==> src/rtl/pipe_stage_skid.sv <==
`default_nettype none
// ============================================================================
//  Module   : pipe_stage_skid
//  Purpose  : Parametrised pipeline stage register with a valid/ready
//             handshake and a 2-entry skid buffer. Upstream ready is
//             driven purely from registered state. Supports flush (bubble
//             insertion) and a saturating count of bubble cycles seen
//             downstream.
//  Ports    : clk, rst          - clock (rising edge), sync active-high reset
//             flush             - discard all held and incoming entries
//             in_valid/in_ready - upstream handshake (in_ready registered)
//             in_ctrl/in_data   - upstream control and data words
//             out_valid/out_ready - downstream handshake
//             out_ctrl/out_data - main entry (ctrl all-zero during bubbles)
//             occupancy         - entries held (0..2)
//             bubble_cnt        - saturating count of bubble cycles
//  Revision : 1.0 - initial release
// ============================================================================
module pipe_stage_skid #(
  parameter int CTRL_W     = 23,
  parameter int DATA_W     = 64,
  parameter bit CLEAR_DATA = 1'b0,
  parameter int CNT_W      = 16
) (
  input  logic              clk,
  input  logic              rst,
  input  logic              flush,
  input  logic              in_valid,
  output logic              in_ready,
  input  logic [CTRL_W-1:0] in_ctrl,
  input  logic [DATA_W-1:0] in_data,
  output logic              out_valid,
  input  logic              out_ready,
  output logic [CTRL_W-1:0] out_ctrl,
  output logic [DATA_W-1:0] out_data,
  output logic [1:0]        occupancy,
  output logic [CNT_W-1:0]  bubble_cnt
);

  localparam logic [CNT_W-1:0] CNT_MAX = {CNT_W{1'b1}};

  logic              main_valid;
  logic [CTRL_W-1:0] main_ctrl;
  logic [DATA_W-1:0] main_data;
  logic              skid_valid;
  logic [CTRL_W-1:0] skid_ctrl;
  logic [DATA_W-1:0] skid_data;

  logic acc;
  logic con;

  // The skid slot being empty is the only condition for accepting, so
  // in_ready never depends on out_ready within the same cycle.
  assign in_ready  = ~skid_valid;
  assign acc       = in_valid & in_ready & ~flush;
  assign con       = main_valid & out_ready;

  assign out_valid = main_valid;
  assign out_ctrl  = main_ctrl;
  assign out_data  = main_data;
  assign occupancy = {1'b0, main_valid} + {1'b0, skid_valid};

  always_ff @(posedge clk) begin
    if (rst) begin
      main_valid <= 1'b0;
      main_ctrl  <= '0;
      main_data  <= '0;
      skid_valid <= 1'b0;
      skid_ctrl  <= '0;
      skid_data  <= '0;
      bubble_cnt <= '0;
    end else begin
      // A bubble is a cycle where downstream could take an entry but none
      // is offered; flush cycles count too.
      if (out_ready && !main_valid && bubble_cnt != CNT_MAX) begin
        bubble_cnt <= bubble_cnt + 1'b1;
      end

      if (flush) begin
        main_valid <= 1'b0;
        main_ctrl  <= '0;
        skid_valid <= 1'b0;
        skid_ctrl  <= '0;
        if (CLEAR_DATA) begin
          main_data <= '0;
          skid_data <= '0;
        end
      end else if (skid_valid) begin
        // FULL: in_ready is low, so only a drain can happen.
        if (con) begin
          main_ctrl  <= skid_ctrl;
          main_data  <= skid_data;
          skid_valid <= 1'b0;
          skid_ctrl  <= '0;
        end
      end else if (main_valid) begin
        // ONE
        if (acc && con) begin
          main_ctrl <= in_ctrl;
          main_data <= in_data;
        end else if (acc) begin
          skid_valid <= 1'b1;
          skid_ctrl  <= in_ctrl;
          skid_data  <= in_data;
        end else if (con) begin
          main_valid <= 1'b0;
          main_ctrl  <= '0;
        end
      end else begin
        // EMPTY
        if (acc) begin
          main_valid <= 1'b1;
          main_ctrl  <= in_ctrl;
          main_data  <= in_data;
        end
      end
    end
  end

endmodule
`default_nettype wire

==> config.mk <==
export PLATFORM = sky130hd
export DESIGN_NAME = pipe_stage_skid
export DESIGN_NICKNAME = d
export VERILOG_FILES = /design/src/rtl/pipe_stage_skid.sv
export SDC_FILE = /design/constraint.sdc
export NUM_CORES = 1
export LEC_CHECK = 0
export ABC_AREA = 1
export BUFFER_PORTS_ARGS = -buffer_cell sky130_fd_sc_hd__buf_2
export CELL_PAD_IN_SITES_DETAIL_PLACEMENT = 1
export CELL_PAD_IN_SITES_GLOBAL_PLACEMENT = 1
export CORE_MARGIN = 1
export CORE_UTILIZATION = 38
export DETAILED_ROUTE_END_ITERATION = 12
export PLACE_DENSITY = 0.86
export REMOVE_ABC_BUFFERS = 1
export SLEW_MARGIN = 20
export SYNTH_ARGS = -nofsm -noshare
export SYNTH_HDL_FRONTEND = slang
export SYNTH_SLANG_ARGS = --single-unit
==> constraint.sdc <==
create_clock -name clk -period 2.2 [get_ports clk]
set_input_delay 0.33 -clock clk [delete_from_list [all_inputs] [get_ports clk]]
set_output_delay 0.33 -clock clk [all_outputs]
set_load 0.05 [all_outputs]
; ---- Word level (Yosys, flattened, before mapping)
; Cells that the tools add are included.
[word_totals]
elab_cells = 56
input_bits = 92
reg_bits = 192
output_inout_bits = 107
[classes]
bitwise = 6
mux = 23
reduce_logical = 13
eq_ne = 5
add_sub_neg = 2
[op_table]
columns = cell, count
row1 = 64-bit two-way mux, 5
row2 = 23-bit two-way mux, 10
row3 = "16-bit by 1-bit adder with 16-bit output, second input constant", 1
row4 = "16-bit inequality test, second input constant", 1
row5 = 4-bit AND reduction, 3
row6 = 1-bit two-way mux, 8
row7 = 3-bit nonzero test, 2
row8 = 5-bit AND reduction, 1
row9 = "4-bit by 3-bit inequality test with 1-bit output, second input constant", 1
row10 = 2-bit nonzero test, 2
row11 = 1-bit bitwise AND, 3
row12 = 1-bit logical AND, 3
row13 = "3-bit by 1-bit inequality test with 1-bit output, second input constant", 1
row14 = 1-bit NOT, 3
row15 = 1-bit by 1-bit adder with 2-bit output, 1
row16 = "2-bit by 1-bit inequality test with 1-bit output, second input constant", 1
row17 = "2-bit inequality test, second input constant", 1
row18 = 2-bit OR reduction, 1
row19 = 1-bit logical NOT, 1

; ---- Longest topological paths before layout
; Gate-level depths: netlist (run 1).
[depth]
depth_word = 7
mapped_depth = 13

; ---- Least setup slack after synthesis (run 1)
; OpenSTA, ideal clock, no wires.
[synth_timing]
path_type = register to register
from = register skid_valid
to = register main_ctrl[10] (netlist: out_ctrl[10])
stages_incl_launch_ff = 12
synth_period_minus_slack_ns = 2.297
n_path_buf = 4
setup_ns = 0.116
t_arrival_ns = 2.181
t_required_ns = 2.084
slack_ns = -0.097
path_cell_list = dfxtp_1 buf_2 inv_2 buf_2 clkbuf_1 ha_1 inv_1 nand2_1 nand2_1 buf_2 o21ai_1 nor2_1
[synth_via]
elab_chain_len = 7
word_cells_on_any_way = 12
cone_classes = eq/ne (2) / mux (3) / bitwise (3) / reduce/logical (4)
[synth_lines]
columns = item, line_no
row1 = "start, declared", 45  ; logic skid_valid;
row2 = "start signal, assigned", 68  ; skid_valid <= 1'b0;
row3 = "start signal, assigned", 82  ; skid_valid <= 1'b0;
row4 = "start signal, assigned", 93  ; skid_valid <= 1'b0;
row5 = 1-bit NOT (no line) (*), n/a
row6 = net in_ready, 29  ; output logic in_ready,
row7 = 1-bit bitwise AND (*) (2 in a row), 55  ; assign acc = in_valid & in_ready & ~flush;
row8 = 1-bit logical AND, 98  ; if (acc && con) begin
row9 = 23-bit two-way mux, 98
row10 = 23-bit two-way mux, 96  ; end else if (main_valid) begin
row11 = 23-bit two-way mux, 88  ; end else if (skid_valid) begin
row12 = "end signal, assigned", 91  ; main_ctrl <= skid_ctrl;
row13 = "end signal, assigned", 99  ; main_ctrl <= in_ctrl;
row14 = "end signal, assigned", 113  ; main_ctrl <= in_ctrl;
row15 = "end, declared", 43  ; logic [CTRL_W-1:0] main_ctrl;
; The timed path passes the listed nets; every way through them passes the cells marked *.
; A chain may end at the register's enable or synchronous reset.

; ---- Worst setup path in the final report (run 1)
[layout_timing]
from = register skid_valid
to = output occupancy[1]
[layout_via]
elab_chain_len = 1
[layout_lines]
columns = item, line_no
row1 = 1-bit by 1-bit adder with 2-bit output, 61  ; assign occupancy = {1'b0, main_valid} + {1'b0, skid_valid};
row2 = "end, declared", 36  ; output logic [1:0] occupancy,
; No other way between the ends.

==> run summary, run 1 <==
The final routed wire length divided by cell count is 14.25 um. The width of the chip came out at 150.3 um. The startpoint identified for the worst hold timing path is in_ctrl[6].

In this run the tool buffered the top-level ports with approximately 200 buffer cells. In the final layout, the share of cells above drive strength 1 is 19.88%. The tree is rooted in a sky130_fd_sc_hd__clkbuf_16. The worst hold path passes through 3 cells. The transition time of the tightest slew-check pin is 0.6071 ns. Static timing analysis puts the maximum clock frequency at 499.2 MHz. The leading register cell type out of synthesis is sky130_fd_sc_hd__dfxtp_1. The synthesized netlist devotes less than 1% of its cell area to adder and majority cells. For this run, the register share of the synthesized area comes to between 40% and 50%. The total length of routed wires is 22,890 um.

The clock period minus final worst setup slack came out at between 2 and 2.5 ns. Measured on the finished design, the core utilization comes to between 40 and 50%. TritonCTS built the clock tree. The maximum number of buffers from clock root to sink is 2.

The worst register-to-register path has a setup slack of 0.29 ns. The final-layout fill cell count is 2,759. The worst supply voltage drop on vdd is 0.0004407 V. The final number of max-transition violations is 0. For hold timing, the worst endpoint is skid_ctrl[6]. The maximum number of pins on one net before global-route repair came out at 130.

The number of remaining DRC errors is 0. In this run, post-CTS repair resized a total of 0 instances. The average instance in the mapped netlist occupies 7.249 um2.

The destination of the worst register-to-register timing path is out_data[40]. After clock tree synthesis, the clock-pin slew on the worst setup and hold paths is approximately 0.080 ns. Compared with the post-synthesis result, the final layout area differs by 22.26%. The number of cells traversed by the worst register-to-register path is 10. The maximum fanout encountered on the critical timing path came out at 77. Using the TritonRoute via totals, the vias-per-cell ratio works out to 4.896. The via count of the first global-routing pass is 7,945.

The worst hold path belongs to the class in2reg. The worst setup path is of the reg2out kind. The number of vias after detailed routing is 7,863. The areal power density over the cells came out at 766.6 mW/mm2.

The die covers between 0.02 and 0.025 mm2. The first-pass GRT wire length is 37,380 um. At the later pin of the worst-skew pair, clock insertion delay measures around 0.43 ns.

The sink count of the clock tree is 192. Routability-driven placement finished with a final weighted congestion of 0.8082. The number of instances in the synthesized netlist is 1,153. The portion of netlist area occupied by mux cells came out at 7.665%. The final-report hold violation count is 0. Once the floorplan was initialized, standard cells occupied approximately 40% of the core. The H-tree generated during clock tree synthesis spans 4 levels. The number of synthesized register bits is about 190. The number of hold-repair buffers added at the cts stage came out at 0.

The number of antenna violations at the first check in global routing was 3. The HPWL after detailed placement is about 15,000 um. The fraction of synthesis flops using an asynchronous set or reset pin is 0%. The compound-cell area share of the yosys netlist is 13.89%. STA classifies the critical path endpoint as an output pin.

The number of setup buffers added after CTS came out at 0. The I/O pin count came out at 199. The post-synthesis xor/xnor area fraction is 0.6287%. The Yosys step of the flow raised 0 warnings. The overall routing resource usage is 20.50%. The final critical-path share of the clock period came out at 91.06%. The arrival time reported for the critical path endpoint came out at 1.67 ns.

The detailed-router iteration count before antenna repair is 5. The number of rows in the core area is 53. After synthesis, the largest family of logic cells by area is simple AND/OR/NAND/NOR gates.

Max-cap violations in this run came to 0. The synthesized-area fraction occupied by and/or/nand/nor cells is 22.46%. Setup repair after global routing left no endpoint under its margin. The number of nets in the final layout came out at roughly 1,400.

The startpoint identified for the worst register-to-register timing path is out_valid. The count of routing violations after the opening detailed-route iteration came out at 252. The required time of the critical path is 1.87 ns. The analysis attributes to cell leakage a power of around 4.3 nW. The cell area after synthesis came out at ~0.0084 mm2. Headroom to the max-slew limit came out at 59.53%. On the final layout, the worst clock skew is 0.01238 ns. The worst setup path is launched from a register. The number of distinct library cells after synthesis came out at 28. The number of buffers added by the clock tree synthesis step is 17. The worst slack on hold paths is 0.1832 ns. The core outline area is about 0.021 mm2. The floorplan step set the die height to 150.3 um. The flow ran to the end, and the final reports show no timing, DRC or antenna violations. The setup-violating endpoint count in the final report is 0. The global route total overflow came out at 0. The post-detailed-route count of antenna-violating nets came out at 0. The number of flops mapped to enable cells by yosys came out at 0.
placed cells by master, fill, tap and decap left out, types with 2 or more instances in the layout:
master,count
sky130_fd_sc_hd__nor2_2,2
sky130_fd_sc_hd__o21ai_1,27
sky130_fd_sc_hd__diode_2,3
sky130_fd_sc_hd__nor2_1,212
sky130_fd_sc_hd__dfxtp_1,191
sky130_fd_sc_hd__inv_6,2
sky130_fd_sc_hd__nand2_1,256
sky130_fd_sc_hd__buf_4,8
sky130_fd_sc_hd__buf_2,198
sky130_fd_sc_hd__inv_1,90
sky130_fd_sc_hd__buf_12,10
sky130_fd_sc_hd__mux2i_1,64
sky130_fd_sc_hd__xor2_1,3
sky130_fd_sc_hd__clkinvlp_4,3
sky130_fd_sc_hd__inv_8,4
sky130_fd_sc_hd__ha_1,4
sky130_fd_sc_hd__a21oi_1,103
sky130_fd_sc_hd__xnor2_1,3
sky130_fd_sc_hd__clkinv_4,2
sky130_fd_sc_hd__clkbuf_16,17
sky130_fd_sc_hd__o21ai_0,89
sky130_fd_sc_hd__clkinv_1,2
sky130_fd_sc_hd__inv_2,6
sky130_fd_sc_hd__nand4_1,7
sky130_fd_sc_hd__nand3_1,9
layout make-up:
class / instances / area [um2] / share of cell area, %
diodes: 3 / 7.507 / 0.07347
inverters: 99 / 372.9 / 3.649
repair buffers: 216 / 1251 / 12.24
clock buffers: 19 / 442.9 / 4.334
well taps: 275 / 344.1 / 3.367
flip-flops and latches: 192 / 3847 / 37.65
multi-input cells: 789 / 3804 / 37.22
clock inverters: 13 / 148.9 / 1.457
per-stage QoR:
step / setup slack (ns) / setup TNS [ns] / cell area (um2) / instances / power [W]
final: 0.1968 / 0 / 10220 / 1606 / 0.007834
after global routing: 0.03386 / 0 / 10210 / 1603 / 0.008154
after CTS: 0.09072 / 0 / 10180 / 1601 / 0.007916
after detailed placement: 0.2091 / 0 / 9592 / 1569 / 0.004764
after global placement: 0.2721 / 0 / 9592 / 1569 / 0.004731
after floorplan: -4.963 / -731.44 / 7996 / 1080 / 0.004436
power breakdown:
group | total, W | leakage [nW] | internal (W) | switching [W]
sequential | 0.00365 | 1.56 | 0.00358 | 0.0000635
clock | 0.00315 | 0.281 | 0.00165 | 0.00150
combinational | 0.00104 | 2.47 | 0.000302 | 0.000738
total | 0.00783 | 4.31 | 0.00553 | 0.00230
logic make-up (layout without fill, tap and decap cells):
group,Yosys count,count (layout)
AO/OA/AOI/OAI,226,226
XOR/XNOR,6,6
adder cells (fa/ha/maj),4,4
buffers and inverters,172,347
flip-flops,192,192
multiplexers,64,64
other,0,3
AND/OR/NAND/NOR,489,489
state kept, by name, summed over array words and instances (netlist names):
name        cells
out_data       64
skid_data      64
out_ctrl       23
skid_ctrl      23
bubble_cnt     16
out_valid       1
skid_valid      1
routing by layer:
metal | vias up | part of all wire [%] | GRT usage [%]
met5 | - | 0.057 | 0
met4 | 2 | 0.91 | 4.899
met3 | 17 | 5.8 | 6.091
met2 | 147 | 49 | 36.24
met1 | 3717 | 45 | 24.10
li1 | 3980 | - | -
worst max-delay path by stage:
| stage | slack, ns | endpoint | from | cells after the start |
|---|---|---|---|---|
| after floorplan | -4.96 | out_data[0] | skid_valid | 6 |
| after global placement | 0.27 | out_data[52] | out_valid | 9 |
| after detailed placement | 0.21 | out_data[39] | out_valid | 9 |
| after CTS | 0.09 | occupancy[1] | skid_valid | 3 |
| after global routing | 0.03 | occupancy[1] | skid_valid | 3 |
| final | 0.20 | occupancy[1] | skid_valid | 3 |
cells in the mapped netlist (4+ instances only):
library cell / number / area (um2)
sky130_fd_sc_hd__a21oi_1: 103 / 515.5
sky130_fd_sc_hd__buf_1: 5 / 18.77
sky130_fd_sc_hd__buf_2: 25 / 125.1
sky130_fd_sc_hd__buf_4: 15 / 112.6
sky130_fd_sc_hd__clkbuf_1: 28 / 105.1
sky130_fd_sc_hd__dfxtp_1: 192 / 3844
sky130_fd_sc_hd__ha_1: 4 / 50.05
sky130_fd_sc_hd__inv_1: 91 / 341.6
sky130_fd_sc_hd__inv_2: 6 / 22.52
sky130_fd_sc_hd__mux2i_1: 64 / 640.6
sky130_fd_sc_hd__nand2_1: 256 / 960.9
sky130_fd_sc_hd__nand3_1: 10 / 50.05
sky130_fd_sc_hd__nand4_1: 7 / 43.79
sky130_fd_sc_hd__nor2_1: 213 / 799.5
sky130_fd_sc_hd__o21ai_0: 89 / 445.4
sky130_fd_sc_hd__o21ai_1: 27 / 135.1
critical path, stage by stage (launching register included):
cell,delay (ns)
sky130_fd_sc_hd__dfxtp_4,0.37
sky130_fd_sc_hd__buf_12,0.38
sky130_fd_sc_hd__ha_1,0.23
sky130_fd_sc_hd__buf_2,0.27
Power figures use the tool's default switching activity.
==> inputs of run 2 (changes only) <==
--- a/config.mk
+++ b/config.mk
@@ -8,12 +8,11 @@
 export ABC_AREA = 1
 export BUFFER_PORTS_ARGS = -buffer_cell sky130_fd_sc_hd__buf_2
 export CELL_PAD_IN_SITES_DETAIL_PLACEMENT = 1
-export CELL_PAD_IN_SITES_GLOBAL_PLACEMENT = 1
+export CELL_PAD_IN_SITES_GLOBAL_PLACEMENT = 2
 export CORE_MARGIN = 1
-export CORE_UTILIZATION = 38
+export CORE_UTILIZATION = 29
 export DETAILED_ROUTE_END_ITERATION = 12
-export PLACE_DENSITY = 0.86
-export REMOVE_ABC_BUFFERS = 1
+export PLACE_DENSITY = 0.85
 export SLEW_MARGIN = 20
 export SYNTH_ARGS = -nofsm -noshare
 export SYNTH_HDL_FRONTEND = slang
==> constraint.sdc (replaced) <==
create_clock -name clk -period 2.2 [get_ports clk]
set_input_delay 0.33 -clock clk [delete_from_list [all_inputs] [get_ports clk]]
set_output_delay 0.33 -clock clk [all_outputs]
set_load 0.005 [all_outputs]
==> run 2 against run 1 <==
Effect of this change:
- first-iteration DRC count grew 38%
- final cell count grew 6.2%
- worst hold slack lost 0.034 ns
- worst setup slack gained 0.018 ns
- total power shrank 3.2%
- global-route usage shrank 4.2 points
- flip-flop and latch count is the same
- largest power group unchanged
==> run summary, run 2 (synthesis results as in run 1) <==
Result of the run: completed (unchanged). The worst min-delay path category is in2reg (unchanged). The path type of the worst setup path was reg2out (unchanged). The headroom to the max-slew limit is 58.62% (was 59.53%).

The count of routing violations after the opening detailed-route iteration is 348 (was 252). The final critical-path share of the clock period came out at 90.24% (was 91.06%). The final-report hold violation count came to 0 (unchanged). The core outline area came out at 0.02809 mm2 (was 0.02129 mm2). The clock transition time at the flip-flop clock pins of the worst setup and hold paths came out at 0.07 ns (was 0.08 ns). The most frequent standard cell in the layout excluding fill and tap cells is sky130_fd_sc_hd__nand2_1 (unchanged). The number of remaining DRC errors is 0 (unchanged). The final number of max-transition violations came out at 0 (unchanged). The final HPWL from detailed placement came out at 15,790 um (was 15,460 um). The kind of start point of the critical path is a register (unchanged). The largest clock skew in the final design came out at 0.01376 ns (was 0.01238 ns).

The via count of the first global-routing pass was 7,584 (was 7,945). The total non-filler cell area in the finished layout came to 0.01029 mm2 (was 0.01022 mm2). The post-detailed-route count of antenna-violating nets is 0 (unchanged). The required time of the critical path came to 1.87 ns (about the same). The met2 wire length came out at 10,780 um (was 11,120 um).

The setup slack of the worst register-to-register path is 0.43 ns (was 0.29 ns). Most frequent cells in the layout: 256 x sky130_fd_sc_hd__nand2_1, 212 x sky130_fd_sc_hd__nor2_1, 198 x sky130_fd_sc_hd__buf_2, 191 x sky130_fd_sc_hd__dfxtp_1, 103 x sky130_fd_sc_hd__a21oi_1 (unchanged). The wire length on met1 came out at 11,590 um (was 10,220 um). The area of placed instances came out at 0.009676 mm2 (was 0.009592 mm2). The highest metal layer with signal wires is met5 (unchanged).

The net count after synthesis came out at about 1,200. The insertion delay to the later sink of the worst-skew pair came to 0.44 ns (was 0.43 ns). The area growth from synthesis to layout came out at 23.13% (was 22.26%).

The die boundary height is 171.8 um (was 150.3 um). The setup-violating endpoint count in the final report came out at 0 (unchanged). The arrival time reported for the critical path endpoint is 1.66 ns (was 1.67 ns).

The transition time of the tightest slew-check pin came to 0.6207 ns (was 0.6071 ns). The number of setup buffers added after CTS came out at 0 (unchanged). The level count of the clock H-tree came out at 4 (unchanged).

The sink count of the clock tree is 192 (unchanged). The number of max-capacitance violations reported came out at 0 (unchanged). The weighted congestion at the end of routability-driven global placement was 0.7767 (was 0.8082). The number of input and output port buffers inserted is 198 (unchanged). The detailed-router iteration count before antenna repair is 4 (was 5). The overall routing resource usage is 16.30% (was 20.50%). The areal power density over the cells came out at 736.9 mW/mm2 (was 766.6 mW/mm2). The final-layout fill cell count came out at 3,563 (was 2,759). The first-pass GRT wire length was 38,450 um (was 37,380 um). The capturing element type of the critical path is an output pin (unchanged).

The global route total overflow came out at 0 (unchanged). The final routed wire length divided by cell count was 13.95 um (was 14.25 um). The fraction of final layout cells sized beyond drive strength 1 was 19.64% (was 19.88%).

The total length of routed wires came to 23,780 um (was 22,890 um). The setup TNS is 0 ns (unchanged). The standby leakage power came out at 4.289 nW (was 4.308 nW). The maximum operating frequency was 503.7 MHz (was 499.2 MHz).

The width of the chip came to 171.8 um (was 150.3 um). The worst supply voltage drop on vdd came out at 0.0004908 V (was 0.0004407 V). The via density per instance is 4.520 (was 4.896). The number of antenna violations at the first check in global routing is 6 (was 3). Setup repair after global routing missed its margin: no (unchanged). The maximum number of buffers from clock root to sink came out at 2 (unchanged). The I/O pin count is 199 (unchanged).

The detailed route wirelength on metal3 came out at 1123 um (was 1331 um). The maximum fanout encountered on the critical timing path is 46 (was 77). The number of rows in the core area is 61 (was 53). The die area is 0.02950 mm2 (was 0.02259 mm2). The number of buffers added by the clock tree synthesis step came out at 17 (unchanged). The cell chosen for the clock root is sky130_fd_sc_hd__clkbuf_16 (unchanged). The starting density of the core came to 29.76% (was 39.26%). The clock tree from TritonCTS was built (unchanged).

The maximum number of pins on one net before global-route repair is 130 (unchanged). The number of vias after detailed routing is 7,706 (was 7,863). The clock period minus final worst setup slack is 1.985 ns (was 2.003 ns). The number of nets in the final layout is 1,408 (was 1,411).
## run 2: what timing repair did
| action | CTS | global route |
|---|---|---|
| hold buffers | 0 | 0 |
| endpoints found under the setup margin | 1 | 0 |
| gates resized for setup | 1 | 0 |
## run 2: per-layer routing
| metal | vias to the layer above | global-route usage [%] |
|---|---|---|
| met5 | - | 0 |
| li1 | 3976 | - |
| met4 | 6 | 3.694 |
| met3 | 25 | 4.211 |
| met2 | 131 | 26.90 |
| met1 | 3568 | 21.19 |
## run 2: worst paths after layout
check / end / depth (start not counted) / from
setup / recovery: occupancy[1] / 3 / skid_valid
hold / removal: bubble_cnt[12] / 2 / rst
setup reg to reg: skid_ctrl[9] / 8 / skid_valid
hold reg to reg: skid_data[38] / 2 / skid_data[38]
## run 2: stage by stage
stage / total power (W) / hold WS [ns] / util (%) / worst slack [ns] / instances
2_1_floorplan: 0.004117 / 0.3991 / - / 0.3324 / 1153
3_3_place_gp: 0.004416 / 0.4295 / 34.45 / 0.4122 / 1671
3_5_place_dp: 0.004433 / 0.4369 / 34.45 / 0.4023 / 1671
4_1_cts: 0.007719 / 0.1408 / 36.61 / 0.1449 / 1702
5_1_grt: 0.007963 / 0.1447 / 36.62 / 0.1142 / 1703
6_report: 0.007583 / 0.1497 / 36.64 / 0.2147 / 1705
## run 2: critical path, stage by stage (launching register included)
cell	delay (ns)
sky130_fd_sc_hd__dfxtp_4	0.37
sky130_fd_sc_hd__buf_6	0.48
sky130_fd_sc_hd__ha_1	0.25
sky130_fd_sc_hd__buf_2	0.13
## run 2: where the power goes
part           switching, W  internal, W
clock               0.00152      0.00173
sequential        0.0000632      0.00358
combinational      0.000401     0.000292
## run 2: final cells by class
type	instances	area, um2	share of cell area (%)
antenna	3	7.507	0.07295
clock buffer	18	429.2	4.170
clock inverter	13	175.2	1.702
inverter	99	372.9	3.623
multi-input combinational	789	3804	36.96
sequential	192	3847	37.39
tap	378	473.0	4.596
timing repair buffer	213	1182	11.49
==> inputs of run 3 (changes only) <==
--- a/config.mk
+++ b/config.mk
@@ -5,14 +5,13 @@
 export SDC_FILE = /design/constraint.sdc
 export NUM_CORES = 1
 export LEC_CHECK = 0
-export ABC_AREA = 1
 export BUFFER_PORTS_ARGS = -buffer_cell sky130_fd_sc_hd__buf_2
 export CELL_PAD_IN_SITES_DETAIL_PLACEMENT = 1
 export CELL_PAD_IN_SITES_GLOBAL_PLACEMENT = 2
 export CORE_MARGIN = 1
-export CORE_UTILIZATION = 29
+export CORE_UTILIZATION = 32
 export DETAILED_ROUTE_END_ITERATION = 12
-export PLACE_DENSITY = 0.85
+export PLACE_DENSITY = 0.92
 export SLEW_MARGIN = 20
 export SYNTH_ARGS = -nofsm -noshare
 export SYNTH_HDL_FRONTEND = slang
==> run 3 against run 2 <==
Effect of this change:
- first-iteration DRC count decreased by 10%
- worst hold slack worse by 0.018 ns
- total power decreased by 1.8%
- largest cell class is now multi-input gates
- final cell count down 17%
- register-to-register slack worse by 0.25 ns
- flip-flop and latch count unchanged
- die area decreased by 11%
- global-route usage is 1.4 points higher
- critical path depth up 4
- fmax decreased by 1.6%
==> run summary, run 3 <==
The maximum number of pins on one net before global-route repair is 90 (was 130). The number of placed instances with taps included came out at 1,389 (was 1,671). The setup TNS is 0 ns (unchanged). The sink count of the clock tree came out at 192 (unchanged). The fraction of synthesis flops using an asynchronous set or reset pin came out at 0% (unchanged).

The global route total overflow is 0 (unchanged). The total length of routed wires is 23,280 um (was 23,780 um). The die boundary height is 162.2 um (was 171.8 um).

The number of cells traversed by the worst register-to-register path is 7 (was 8). The required time of the critical path is 2.51 ns (was 1.87 ns). The post-detailed-route count of antenna-violating nets is 0 (unchanged). The final routed wire length divided by cell count is 16.36 um (was 13.95 um).

The worst min-delay path category is in2reg (unchanged). The insertion delay to the later sink of the worst-skew pair was 0.43 ns (was 0.44 ns). The number of input and output port buffers inserted is 198 (unchanged). The areal power density over the cells came out at 733.2 mW/mm2 (was 736.9 mW/mm2). The maximum operating frequency is 495.7 MHz (was 503.7 MHz). The total of cells resized after clock tree synthesis came out at 0 (was 1). The number of rows in the core area is 58 (was 61).

The maximum number of buffers from clock root to sink came out at 2 (unchanged). The final critical-path share of the clock period came out at 91.70% (was 90.24%). The final-report hold violation count was 0 (unchanged). The final HPWL from detailed placement came out at 15,590 um (was 15,790 um). The overall routing resource usage was 17.70% (was 16.30%). The net count after synthesis came out at 1,003 (was 1,249). Result of the run: completed (unchanged). The total power came out at 0.007449 W (was 0.007583 W). The number of setup buffers added after CTS came to 0 (unchanged). The area of placed instances came out at 0.009583 mm2 (was 0.009676 mm2). The largest clock skew in the final design is 0.01128 ns (was 0.01376 ns).

The number of nets in the final layout was 1,174 (was 1,408). The clock tree from TritonCTS is built (unchanged). The via density per instance came out at 4.987 (was 4.520). Setup repair after global routing missed its margin: no (unchanged). The starting density of the core is 32.62% (was 29.76%).

The cell chosen for the clock root is sky130_fd_sc_hd__clkbuf_16 (unchanged). The standby leakage power was 4.311 nW (was 4.289 nW). The headroom to the max-slew limit came to 41.77% (was 58.62%). The via count of the first global-routing pass came out at 7,088 (was 7,584). The count of synthesis-stage warnings from yosys is 0 (unchanged). The setup-violating endpoint count in the final report came to 0 (unchanged). The number of distinct library cells after synthesis is 52 (was 28). The number of vias after detailed routing is 7,097 (was 7,706). The average size of a mapped cell came out at 9.058 um2 (was 7.249 um2). The number of flops mapped to enable cells by yosys is 0 (unchanged). The area growth from synthesis to layout is 23.67% (was 23.13%).

The kind of start point of the critical path is a register (unchanged). The cell area after synthesis is 0.008215 mm2 (was 0.008358 mm2). The weighted congestion at the end of routability-driven global placement came out at 0.7485 (was 0.7767). The sequential cell area fraction in the yosys report was 46.79% (was 45.99%). The final number of max-transition violations came out at 0 (unchanged). The leading register cell type out of synthesis is sky130_fd_sc_hd__dfxtp_1 (unchanged). The number of remaining DRC errors is 0 (unchanged). The first-pass GRT wire length came to 36,890 um (was 38,450 um). Leading cell types by count after synthesis: 206 x sky130_fd_sc_hd__nand2_1, 192 x sky130_fd_sc_hd__dfxtp_1, 72 x sky130_fd_sc_hd__a21oi_1 (was 256 x sky130_fd_sc_hd__nand2_1, 213 x sky130_fd_sc_hd__nor2_1, 192 x sky130_fd_sc_hd__dfxtp_1).

The final cell count without fillers was 1,423 (was 1,705). The number of antenna violations at the first check in global routing came to 3 (was 6). The detailed-router iteration count before antenna repair came to 4 (unchanged). The clock period minus final worst setup slack was 2.017 ns (was 1.985 ns).

The maximum fanout encountered on the critical timing path came to 36 (was 46). Most frequent cells in the layout: 206 x sky130_fd_sc_hd__nand2_1, 197 x sky130_fd_sc_hd__buf_2, 191 x sky130_fd_sc_hd__dfxtp_1, 72 x sky130_fd_sc_hd__a21oi_1, 67 x sky130_fd_sc_hd__mux2_2 (was 256 x sky130_fd_sc_hd__nand2_1, 212 x sky130_fd_sc_hd__nor2_1, 198 x sky130_fd_sc_hd__buf_2, 191 x sky130_fd_sc_hd__dfxtp_1, 103 x sky130_fd_sc_hd__a21oi_1). Cells taking the most area after synthesis: sky130_fd_sc_hd__dfxtp_1 47%, sky130_fd_sc_hd__nand2_1 9.4%, sky130_fd_sc_hd__mux2_2 9.2% (was sky130_fd_sc_hd__dfxtp_1 46%, sky130_fd_sc_hd__nand2_1 11%, sky130_fd_sc_hd__nor2_1 9.6%). The most frequent standard cell in the layout excluding fill and tap cells was sky130_fd_sc_hd__nand2_1 (unchanged). The width of the chip was 162.2 um (was 171.8 um). The worst supply voltage drop on vdd is 0.0003580 V (was 0.0004908 V).

The top-area cell type share of the netlist area came out at 46.79% (was 45.99%). The count of routing violations after the opening detailed-route iteration is 313 (was 348). The number of max-capacitance violations reported is 0 (unchanged). The level count of the clock H-tree is 4 (unchanged). The number of cells traversed by the worst hold path came out at 2 (unchanged).

The I/O pin count is 199 (unchanged). The arrival time reported for the critical path endpoint is 2.33 ns (was 1.66 ns). The number of synthesized register bits came out at 192 (unchanged). The core outline area is 0.02518 mm2 (was 0.02809 mm2). The total non-filler cell area in the finished layout is 0.01016 mm2 (was 0.01029 mm2).

The path type of the worst setup path is reg2reg (was reg2out). The clock transition time at the flip-flop clock pins of the worst setup and hold paths came out at 0.08 ns (was 0.07 ns). The worst slack on hold paths came to 0.1321 ns (was 0.1497 ns).

The transition time of the tightest slew-check pin is 0.8734 ns (was 0.6207 ns). The cell type contributing the most total cell area after synthesis is sky130_fd_sc_hd__dfxtp_1 (unchanged). The die area came out at 0.02632 mm2 (was 0.02950 mm2). The capturing element type of the critical path was a register (was output pin). The fraction of final layout cells sized beyond drive strength 1 came out at 30.52% (was 19.64%). The number of hold-repair buffers added at the cts stage is 0 (unchanged). The number of buffers added by the clock tree synthesis step is 17 (unchanged).

The number of instances in the synthesized netlist was 907 (was 1,153). The most frequent cell after synthesis is sky130_fd_sc_hd__nand2_1 (unchanged).
[run 3: per-stage QoR]
step	setup WS, ns	util [%]
4_1_cts	0.1816	40.33
2_1_floorplan	0.007507	-
5_1_grt	0.06650	40.34
6_report	0.1827	40.35
3_3_place_gp	0.2399	38.06
3_5_place_dp	0.1989	38.06
[run 3: report_power, final]
| part | total, W | switching, W | internal (W) | leakage (nW) |
|---|---|---|---|---|
| Clock | 0.00308 | 0.00146 | 0.00162 | 0.278 |
| Combinational | 0.000733 | 0.000391 | 0.000343 | 2.47 |
| Sequential | 0.00364 | 0.0000595 | 0.00358 | 1.56 |
[run 3: cells by family after synthesis]
family	Yosys count	synth area share, %
and+or+nand+nor	359	19.28
DFF	192	46.79
AOI/OAI and AO/OA	143	11.61
muxes	133	17.29
buffers and inverters	76	4.432
adders and majority gates	4	0.6092
[run 3: layout make-up]
class	count	area, um2
tap	330	412.9
clock inverter	14	132.6
clock buffer	18	439.2
inverter	6	22.52
fill	2987	15020
timing repair buffer	222	1274
antenna	2	5.005
sequential	192	3847
multi-input combinational	639	4026
[run 3: routing by layer]
| metal | part of all wire [%] | GRT usage, % | vias to the layer above |
|---|---|---|---|
| met1 | 46 | 22.15 | 3492 |
| met3 | 4.0 | 4.035 | 17 |
| met2 | 48 | 30.26 | 118 |
| li1 | - | - | 3468 |
| met4 | 1.3 | 4.931 | 2 |
| met5 | 0.056 | 0 | - |
[run 3: final timing paths]
path              slack, ns         start           end
setup / recovery       0.18     out_valid  out_data[41]
hold / removal         0.13    in_ctrl[0]  skid_ctrl[0]
setup reg to reg       0.18     out_valid  out_data[41]
hold reg to reg        0.45  skid_data[4]  skid_data[4]
[run 3: critical path, cell delays in order, from the launching register on]
cell and delay, ns:
sky130_fd_sc_hd__dfxtp_1 0.41, sky130_fd_sc_hd__inv_1 0.09, sky130_fd_sc_hd__ha_1 0.25, sky130_fd_sc_hd__or2_2 0.28, sky130_fd_sc_hd__a21oi_1 0.24, sky130_fd_sc_hd__o21bai_4 0.11
sky130_fd_sc_hd__buf_12 0.21, sky130_fd_sc_hd__mux2_2 0.30
